[config.mk]
export PLATFORM = sky130hd
export DESIGN_NAME = multicycle_control
export DESIGN_NICKNAME = d
export VERILOG_FILES = /design/src/rtl/multicycle_control.sv
export SDC_FILE = /design/constraint.sdc
export NUM_CORES = 1
export LEC_CHECK = 0
export CAP_MARGIN = 20
export CORE_MARGIN = 1.5
export CORE_UTILIZATION = 38
export CTS_CLUSTER_DIAMETER = 40
export DETAILED_ROUTE_END_ITERATION = 8
export DONT_BUFFER_PORTS = 1
export PLACE_DENSITY = 0.48
export SYNTH_ARGS = -nofsm -noshare
export SYNTH_HDL_FRONTEND = slang
export SYNTH_SLANG_ARGS = --single-unit
[constraint.sdc]
create_clock -name clk -period 1.72 [get_ports clk]
set_input_delay 0.172 -clock clk [delete_from_list [all_inputs] [get_ports clk]]
set_output_delay 0.172 -clock clk [all_outputs]
set_load 0.005 [all_outputs]
[src/rtl/multicycle_control.sv]
// multicycle_control: multicycle MIPS control FSM sequencing the shared ALU, register file, PC/IR and memory port
module multicycle_control (
  input  logic       clk,
  input  logic       rst,
  input  logic [5:0] opcode,
  input  logic [5:0] funct,
  input  logic [4:0] rt,
  input  logic       mem_ready,
  input  logic       alu_zero,
  input  logic       alu_movn,
  input  logic       alu_overflow,
  output logic [4:0] alu_operation,
  output logic       alu_equal,
  output logic       alu_src_a,
  output logic [1:0] alu_src_b,
  output logic       imm_zero_ext,
  output logic [1:0] pc_source,
  output logic       pc_en,
  output logic       ir_write,
  output logic       i_or_d,
  output logic       mem_read,
  output logic       mem_write,
  output logic       reg_write,
  output logic       reg_dst,
  output logic       mem_to_reg,
  output logic       illegal_instr,
  output logic       overflow_trap
);
  typedef enum logic [3:0] {
    FETCH, DECODE, MEM_ADDR, MEM_READ, MEM_WB, MEM_WRITE,
    R_EXEC, R_WB, I_EXEC, I_WB, BRANCH, JUMP
  } state_t;
  state_t state, next, dec_state;
  logic       r_ok;
  logic [4:0] r_op, i_op;
  logic       movn;
  assign movn = funct == 6'h0B;
  always_comb begin
    r_ok = 1'b1;
    r_op = 5'd3;
    case (funct)
      6'h20: r_op = 5'd2;
      6'h21: r_op = 5'd3;
      6'h22: r_op = 5'd6;
      6'h23: r_op = 5'd7;
      6'h24: r_op = 5'd0;
      6'h25: r_op = 5'd1;
      6'h26: r_op = 5'd13;
      6'h27: r_op = 5'd12;
      6'h2A: r_op = 5'd9;
      6'h2B: r_op = 5'd10;
      6'h00: r_op = 5'd5;
      6'h02: r_op = 5'd11;
      6'h03: r_op = 5'd14;
      6'h07: r_op = 5'd16;
      6'h0B: r_op = 5'd4;
      default: r_ok = 1'b0;
    endcase
  end
  always_comb begin
    i_op = 5'd15;
    case (opcode[2:0])
      3'd0: i_op = 5'd2;
      3'd1: i_op = 5'd3;
      3'd2: i_op = 5'd9;
      3'd3: i_op = 5'd10;
      3'd4: i_op = 5'd0;
      3'd5: i_op = 5'd1;
      3'd6: i_op = 5'd13;
      default: i_op = 5'd15;
    endcase
  end
  // Undecodable instructions fall back to FETCH; DECODE flags them as illegal.
  assign dec_state = (opcode == 6'h00 && r_ok)                  ? R_EXEC   :
                     (opcode == 6'h23 || opcode == 6'h2B)       ? MEM_ADDR :
                     (opcode[5:3] == 3'b001)                    ? I_EXEC   :
                     (opcode == 6'h04 || opcode == 6'h05 ||
                      (opcode == 6'h01 && rt == 5'd1))          ? BRANCH   :
                     (opcode == 6'h02)                          ? JUMP     : FETCH;
  always_ff @(posedge clk)
    state <= rst ? FETCH : next;
  always_comb begin
    next = FETCH;
    case (state)
      FETCH:     next = mem_ready ? DECODE : FETCH;
      DECODE:    next = dec_state;
      MEM_ADDR:  next = opcode == 6'h23 ? MEM_READ : MEM_WRITE;
      MEM_READ:  next = mem_ready ? MEM_WB : MEM_READ;
      MEM_WRITE: next = mem_ready ? FETCH : MEM_WRITE;
      R_EXEC:    next = (alu_overflow || (movn && !alu_movn)) ? FETCH : R_WB;
      I_EXEC:    next = alu_overflow ? FETCH : I_WB;
      default:   next = FETCH;
    endcase
  end
  always_comb begin
    alu_operation = 5'd0;
    alu_equal     = 1'b0;
    alu_src_a     = 1'b0;
    alu_src_b     = 2'b00;
    imm_zero_ext  = 1'b0;
    pc_source     = 2'b00;
    pc_en         = 1'b0;
    ir_write      = 1'b0;
    i_or_d        = 1'b0;
    mem_read      = 1'b0;
    mem_write     = 1'b0;
    reg_write     = 1'b0;
    reg_dst       = 1'b0;
    mem_to_reg    = 1'b0;
    illegal_instr = 1'b0;
    overflow_trap = 1'b0;
    case (state)
      FETCH: begin
        mem_read      = 1'b1;
        alu_src_b     = 2'b01;
        alu_operation = 5'd3;
        ir_write      = mem_ready;
        pc_en         = mem_ready;
      end
      DECODE: begin
        alu_src_b     = 2'b11;
        alu_operation = 5'd3;
        illegal_instr = dec_state == FETCH;
      end
      MEM_ADDR: begin
        alu_src_a     = 1'b1;
        alu_src_b     = 2'b10;
        alu_operation = 5'd3;
      end
      MEM_READ: begin
        mem_read = 1'b1;
        i_or_d   = 1'b1;
      end
      MEM_WB: begin
        reg_write  = 1'b1;
        mem_to_reg = 1'b1;
      end
      MEM_WRITE: begin
        mem_write = 1'b1;
        i_or_d    = 1'b1;
      end
      R_EXEC: begin
        alu_src_a     = 1'b1;
        alu_operation = r_op;
        overflow_trap = alu_overflow;
      end
      R_WB: begin
        reg_write = 1'b1;
        reg_dst   = 1'b1;
      end
      I_EXEC: begin
        alu_src_a     = 1'b1;
        alu_src_b     = 2'b10;
        alu_operation = i_op;
        imm_zero_ext  = opcode[2] && !(opcode[1] && opcode[0]);
        overflow_trap = alu_overflow;
      end
      I_WB: reg_write = 1'b1;
      BRANCH: begin
        alu_src_a     = 1'b1;
        pc_source     = 2'b01;
        pc_en         = alu_zero;
        alu_operation = opcode == 6'h01 ? 5'd8 : 5'd6;
        alu_equal     = opcode == 6'h04;
      end
      JUMP: begin
        pc_source = 2'b10;
        pc_en     = 1'b1;
      end
      default: ;
    endcase
  end
endmodule
# [Word-level counts from Yosys, hierarchy flattened]
# Cells that the tools add are included.
# Widths: inputs -> output; s select.
[word_totals] regBits=4 in_bits=23 output_inout_bits=22 word_cells=96
[classes] eq_ne=39 muxes=32 n_reduce_logical=24
[ops] operator="$eq 6x6->1 const B" count=12
[ops] operator="$pmux 5 s14" count=1
[ops] operator="$pmux 4 s7" count=2
[ops] operator="$mux 4" count=7
[ops] operator="$pmux 5 s4" count=1
[ops] operator="$eq 6x2->1 const B" count=3
[ops] operator="$eq 6x3->1 const B" count=3
[ops] operator="$eq 4x3->1 const B" count=4
[ops] operator="$eq 4x4->1 const B" count=4
[ops] operator="$reduce_or 15->1" count=1
[ops] operator="$mux 1" count=14
[ops] operator="$logic_not 6->1" count=2
[ops] operator="$mux 3" count=4
[ops] operator="$eq 3x3->1 const B" count=3
[ops] operator="$eq 4x2->1 const B" count=2
[ops] operator="$logic_not 4->1" count=2
[ops] operator="$reduce_or 2->1" count=4
[ops] operator="$eq 3x1->1 const B" count=2
[ops] operator="$eq 3x2->1 const B" count=2
[ops] operator="$eq 6x1->1 const B" count=1
[ops] operator="$eq 6x4->1 const B" count=1
[ops] operator="$pmux 2 s3" count=1
[ops] operator="$reduce_or 3->1" count=2
[ops] operator="$eq 5x1->1 const B" count=1
[ops] operator="other kinds (8)" count=16

# [Depth between registers and ports, before layout]
# Gate-level depths: netlist of run 1.
[logic_depth] depth_word=9 mapped_depth=6 depth_no_buf=5

# [Worst setup path before layout of run 1]
# Ideal clock, no wire load.
[synth_path] path_type="input-to-output" from="input port funct[0]" to="output port alu_operation[3]" t_arrival_ns=1.304 required_time_ns=1.548 path_slack_ns=0.244 path_stages=6 n_path_buf=1 path_cell_list="buf_4 nor2_2 o21ai_1 a2111o_1 a311o_1 nand2_1"
[synth_between] elab_chain_len=3 elab_cells_between_ends=16 classes_between="eq/ne (13); mux (2); reduce/logical (1)"
[synth_rtl] item="start, declared" line="6" text="input logic [5:0] funct,"
[synth_rtl] item="$eq 6x4->1 (tied with other cells)" line="41" text="case (funct)"
[synth_rtl] item="$pmux 5 s14 *" line="41"
[synth_rtl] item="$pmux 5 s4 *" line="112" text="case (state)"
[synth_rtl] item="end, declared" line="12" text="output logic [4:0] alu_operation,"
# Mark *: on every way between the ends. The rest lies on a longest branch, timed or not.

# [Worst setup path after layout of run 1]
[layout_path] from="register state[0]" to="output port alu_operation[3]"
[layout_between] elab_chain_len=3 elab_cells_between_ends=8 classes_between="eq/ne (5); mux (1); reduce/logical (2)"
[layout_rtl] item="start, declared" line="33" text="state_t state, next, dec_state;"
[layout_rtl] item="start signal, assigned" line="81" text="state <= rst ? FETCH : next;"
[layout_rtl] item="$eq 4x2->1 (tied with other cells)" line="112"
[layout_rtl] item="$reduce_or 3->1 (no line)"
[layout_rtl] item="$pmux 5 s4 *" line="112"
# Marks and branches as above.

==> results.json, run 1 <==
{
  "fin_skew_ns": 0.00620,
  "critPathLaunch": "state[0]",
  "cts_hold_buf": 0,
  "die_area_um2": 2920,
  "antenna_found_initial": 0,
  "synth_warnings": 0,
  "cts_tree": "done",
  "drt_iter0_drc": 33,
  "p_comb_share_pct": 35.5,
  "instances_no_fill": 182,
  "dp.cells": 174,
  "fin_crit_ns": 1.72,
  "area_growth_pct": 12.2,
  "postSynth.asyncResetShare_pct": 0,
  "cts-root-buf": "clkbuf_4",
  "core_area_um2": 2480,
  "outcome": "finished, final reports clean",
  "postSynthCellCount": 148,
  "cp_data_arrival_time_ns": 1.54,
  "hold_ws_ns": 0.135,
  "peakVddDrop_mv": 0.284,
  "p_int_uw": 234,
  "net-switching-power_uw": 110,
  "crit_path_end_kind": "output port",
  "drtAntennaViolNets": 0,
  "track_usage_pct": 21.1,
  "post-place-ws_ns": 0.172,
  "numPortBuffers": 0,
  "nets": 177,
  "cp_max_fo": 7,
  "antenna_cells": 0,
  "reg.largest.list": "state (4)",
  "synth_area_um2": 991,
  "design_area_um2": 1110,
  "cp_slowest_cell": "a2111o_1",
  "fmax_mhz": 582,
  "dpl.hpwl_um": 2340,
  "clockBufferDepth": 2,
  "grt_first_pass_wirelength_um": 4520,
  "viasPerCell": 6.30,
  "rsz0062_at_grt": "true",
  "hold_viol_final": 0,
  "synth_nets": 171,
  "drv_slew": 0,
  "synth.yosys.seq_area_share_pct": 8.08,
  "drive_gt1_share_pct": 23.7,
  "power.leakage_nw": 0.366,
  "top_register": "state",
  "grt_max_degree": 13,
  "synthFlopType": "dfxtp_1",
  "fp.dieH_um": 54.1,
  "gp_congestion": 0.824,
  "slew-limit-headroom_pct": 69.7,
  "syn_avg_cell_area_um2": 6.70,
  "cp-start-kind": "flip-flop",
  "clkSlewWorstSetupHoldPaths_ns": 0.04,
  "critPathKind": "reg2out",
  "start_util_pct": 40.0,
  "post-route-period-util_pct": 99.8,
  "worst_pin_slew_ns": 0.451,
  "crit_path_cell_trace": "nand2b_4 > a2111o_1 > a311o_1 > nand2_1",
  "final_core_util_pct": 44.9,
  "largest_reg_flops": 4,
  "max_stage_delay_ns": 0.44,
  "setup_viol": 0,
  "pwr-share-clk_pct": 35.4,
  "rr_startpoint": "state[0]",
  "switching_share_pct": 31.9,
  "cts_buffers": 3,
  "cp.required_ns": 1.55,
  "wl_um": 2980,
  "std_cell_rows": 18,
  "hp-class": "in2reg",
  "die_w_um": 54.1,
  "vias": 1146,
  "drc": 0,
  "first_pass_iters": 4,
  "drt-wirelength-per-cell_um": 16.4,
  "synth_edf_count": 0,
  "pwr-share-seq_pct": 29.1,
  "numClockSinks": 4,
  "h-tree-depth": 1,
  "grt_overflow": 0,
  "grt_pass1_vias": 987,
  "fin_ws_ns": 0.00312,
  "io_pins": 45,
  "cap_violations": 0,
  "postPlaceCellArea_um2": 1020,
  "clk_latency_ns": 0.24,
  "synth_cell_type_count": 57,
  "p_total_uw": 343,
  "tns_ns": 0,
  "power_density_nw_per_um2": 309,
  "ys_seq_elements": 4,
  "hp-start": "alu_overflow"
}
[cells by family (layout without fill, tap and decap cells)]
family	after synthesis	after routing	synth area share, %
buffers and inverters	15	19	8.46
DFF	4	4	8.08
AOI/OAI and AO/OA	46	46	32.5
muxes	2	2	2.15
and+or+nand+nor	80	80	48.0
xor gates and xnor gates	1	1	0.884
[critical path, delay by kind of cell (launching register included)]
| family | cells | cell delay [ns] |
|---|---|---|
| AND/OR/NAND/NOR | 2 | 0.22 |
| flip-flops | 1 | 0.36 |
| AO/OA/AOI/OAI | 2 | 0.72 |
[final cells by class]
cell class | count | area, µm²
Clock buffer | 3 | 22.5
Fill cell | 276 | 1370
Inverter | 3 | 11.3
Multi-Input combinational cell | 129 | 857
Sequential cell | 4 | 86.3
Tap cell | 30 | 37.5
Timing Repair Buffer | 13 | 97.6
[power by group through the flow]
stage                     registers (mW)  clock network (mW)  logic, mW
after detailed placement           0.102                   0      0.112
after global routing               0.100               0.132      0.135
final                              0.100               0.122      0.122
after CTS                          0.101               0.123      0.113
after floorplan                    0.101                   0      0.116
after global placement             0.102                   0      0.112
[worst paths after layout]
check / end / slack [ns] / cells past startpoint
worst max-delay path: alu_operation[3] / 0.003 / 4
worst min-delay path: state[3] / 0.14 / 2
worst max register to register: state[1] / 0.13 / 6
worst min register to register: state[2] / 0.66 / 3
[layout by cell type (no fill, tap or decap), drive strengths merged, types with 3 or more instances in the layout]
cell / Yosys / layout
nor2b: 6 / 6
buf: 11 / 13
nand3b: 3 / 3
nor3: 9 / 9
inv: 3 / 3
a21oi: 12 / 12
nand2: 11 / 11
nand3: 3 / 3
nand2b: 10 / 10
nor4: 4 / 4
nor2: 20 / 20
o21ai: 9 / 9
a31oi: 3 / 3
clkbuf: 1 / 3
dfxtp: 4 / 4
[Yosys cell counts (4+ instances only)]
cell | instances | area [µm²]
nand2b_1 | 6 | 37.5
dfxtp_1 | 4 | 80.1
nand2_1 | 11 | 41.3
o21ai_1 | 4 | 20.0
nor2b_1 | 6 | 37.5
a21oi_1 | 12 | 60.1
nor3_1 | 8 | 40.0
buf_2 | 4 | 20.0
nor2_1 | 19 | 71.3
o21ai_0 | 5 | 25.0
[per-layer routing]
layer	GRT usage, %	wire, µm	share of wire [%]	vias up
met3	5.83	288	9.7	2
met1	28.5	1310	44	523
met4	2.50	4	0.13	0
met5	0	0	0	-
li1	-	-	-	564
met2	34.3	1380	46	57
[what timing repair did]
action                     4_1_cts  5_1_grt
pin swaps                        1        2
resized for setup                2        9
setup buffers                    0        5
setup endpoints to repair        4        6
No activity file was read; power rests on OpenSTA's default activity.
==> inputs of run 2 (changes only) <==
Settings changed: PLACE_DENSITY 0.48 to 0.55.
==> run 2 against run 1 <==
  * Sequential share of layout area is 0.12 points higher
  * Utilization is 1.3 points lower
  * Die area stayed put
  * Setup slack hardly changed
  * Clock skew is 0.0037 ns lower
  * Count of clock-buffer cells in the layout stayed put
  * Critical path depth stayed put
  * Global-route usage is 0.20 points higher
  * Via count is 0.87% lower
  * Routed wire length is 0.77% lower
  * Largest power group unchanged
  * Fmax hardly changed
  * Combinational power hardly changed
==> results.json, run 2 (synthesis results as in run 1) <==
{
  "outcome": "finished, final reports clean",
  "drive_gt1_share_pct": 20.9,
  "power.leakage_nw": 0.347,
  "drt_iter0_drc": 19,
  "hold_viol_final": 0,
  "fin_skew_ns": 0.00248,
  "track_usage_pct": 21.3,
  "cp_data_arrival_time_ns": 1.55,
  "first_pass_iters": 4,
  "cts_hold_buf": 0,
  "setup_viol": 0,
  "cts_tree": "done",
  "post-route-period-util_pct": 99.8,
  "antenna_cells": 0,
  "seqCellArea_um2": 85.1,
  "cap_violations": 0,
  "slew-limit-headroom_pct": 65.4,
  "worst_pin_slew_ns": 0.513,
  "grt_overflow": 0,
  "io_pins": 45,
  "gp_congestion": 0.968,
  "core_area_um2": 2480,
  "clkSlewWorstSetupHoldPaths_ns": 0.03,
  "final_cell_mix": "nor2_1 (16), a21oi_1 (12), nand2_1 (11)",
  "top_register": "state",
  "drv_slew": 0,
  "cp-start-kind": "flip-flop",
  "grt_first_pass_wirelength_um": 4640,
  "final_common_cell": "nor2_1",
  "area_growth_pct": 8.97,
  "dpl.hpwl_um": 2340,
  "numClockSinks": 4,
  "hold_depth": 2,
  "crit_path_end_kind": "output port",
  "tns_ns": 0,
  "drtAntennaViolNets": 0,
  "numPortBuffers": 0,
  "fin_ws_ns": 0.00263,
  "viasPerCell": 6.38,
  "clk_latency_ns": 0.23,
  "std_cell_rows": 18,
  "die_w_um": 54.1,
  "critPathKind": "reg2out",
  "grt_max_degree": 19,
  "dp.cells": 173,
  "reg.largest.list": "state (4)",
  "fin_crit_ns": 1.72,
  "n_fill_cell": 283,
  "instances_no_fill": 178,
  "fp.dieH_um": 54.1,
  "h-tree-depth": 1,
  "grt_pass1_vias": 998,
  "fmax_mhz": 582,
  "drt-wirelength-per-cell_um": 16.6,
  "start_util_pct": 40.0,
  "nets": 173,
  "vias": 1136,
  "drc": 0,
  "r2r_cells": 5,
  "wl_um": 2960,
  "post-place-ws_ns": 0.212,
  "cts-root-buf": "clkbuf_4",
  "multiInputGateArea_um2": 856,
  "antenna_found_initial": 0,
  "cts_buffers": 3,
  "die_area_um2": 2920,
  "rsz0062_at_grt": "true",
  "clockBufferDepth": 2,
  "largest_reg_flops": 4,
  "hp-class": "in2reg",
  "cp.required_ns": 1.55,
  "peakVddDrop_mv": 0.209,
  "cp_max_fo": 6,
  "power_density_nw_per_um2": 308
}
-- run 2: worst paths after layout --
check,start,end,slack (ns)
min,alu_overflow,state[3],0.14
max,state[0],alu_operation[3],0.003
min reg2reg,state[2],state[2],0.64
max reg2reg,state[3],state[1],0.22
-- run 2: final cells by class --
class | instances | area share (%)
Inverter | 3 | 1.04
Timing Repair Buffer | 9 | 6.26
Multi-Input combinational cell | 129 | 79.3
Sequential cell | 4 | 7.88
Tap cell | 30 | 3.48
Clock buffer | 3 | 2.09
-- run 2: worst max-delay path: stages, from the launching register on --
cell      delay (ns)
dfxtp_4         0.36
nand2b_4        0.17
a2111o_1        0.44
a311o_1         0.28
nand2_1         0.07
-- run 2: power breakdown --
group | switching (mW) | internal, mW | total (mW) | leakage, nW
clock network | 0.0340 | 0.0777 | 0.112 | 0.0138
logic | 0.0611 | 0.0590 | 0.120 | 0.299
registers | 0.00482 | 0.0955 | 0.100 | 0.0336
-- run 2: stage by stage --
stage                     power [mW]  cell area [µm²]  utilization, %  hold WS (ns)
final                          0.332             1080            43.6         0.142
after CTS                      0.329             1030            41.7         0.138
after floorplan                0.216              991               -         0.367
after global placement         0.213             1010            40.7         0.381
after detailed placement       0.214             1010            40.7         0.378
after global routing           0.356             1080            43.6         0.154
-- run 2: layer usage --
metal | global-route usage (%) | part of all wire, % | vias to the layer above
li1 | - | - | 557
met1 | 30.3 | 47 | 522
met2 | 33.5 | 44 | 51
met3 | 2.50 | 7.2 | 6
met4 | 6.25 | 2.2 | 0
met5 | 0 | 0 | -
-- run 2: repair_timing --
item	in CTS	in global routing
setup endpoints to repair	3	7
hold endpoints to repair	0	0
resized for setup	1	9
pin swaps	0	1
buffers inserted	0	2
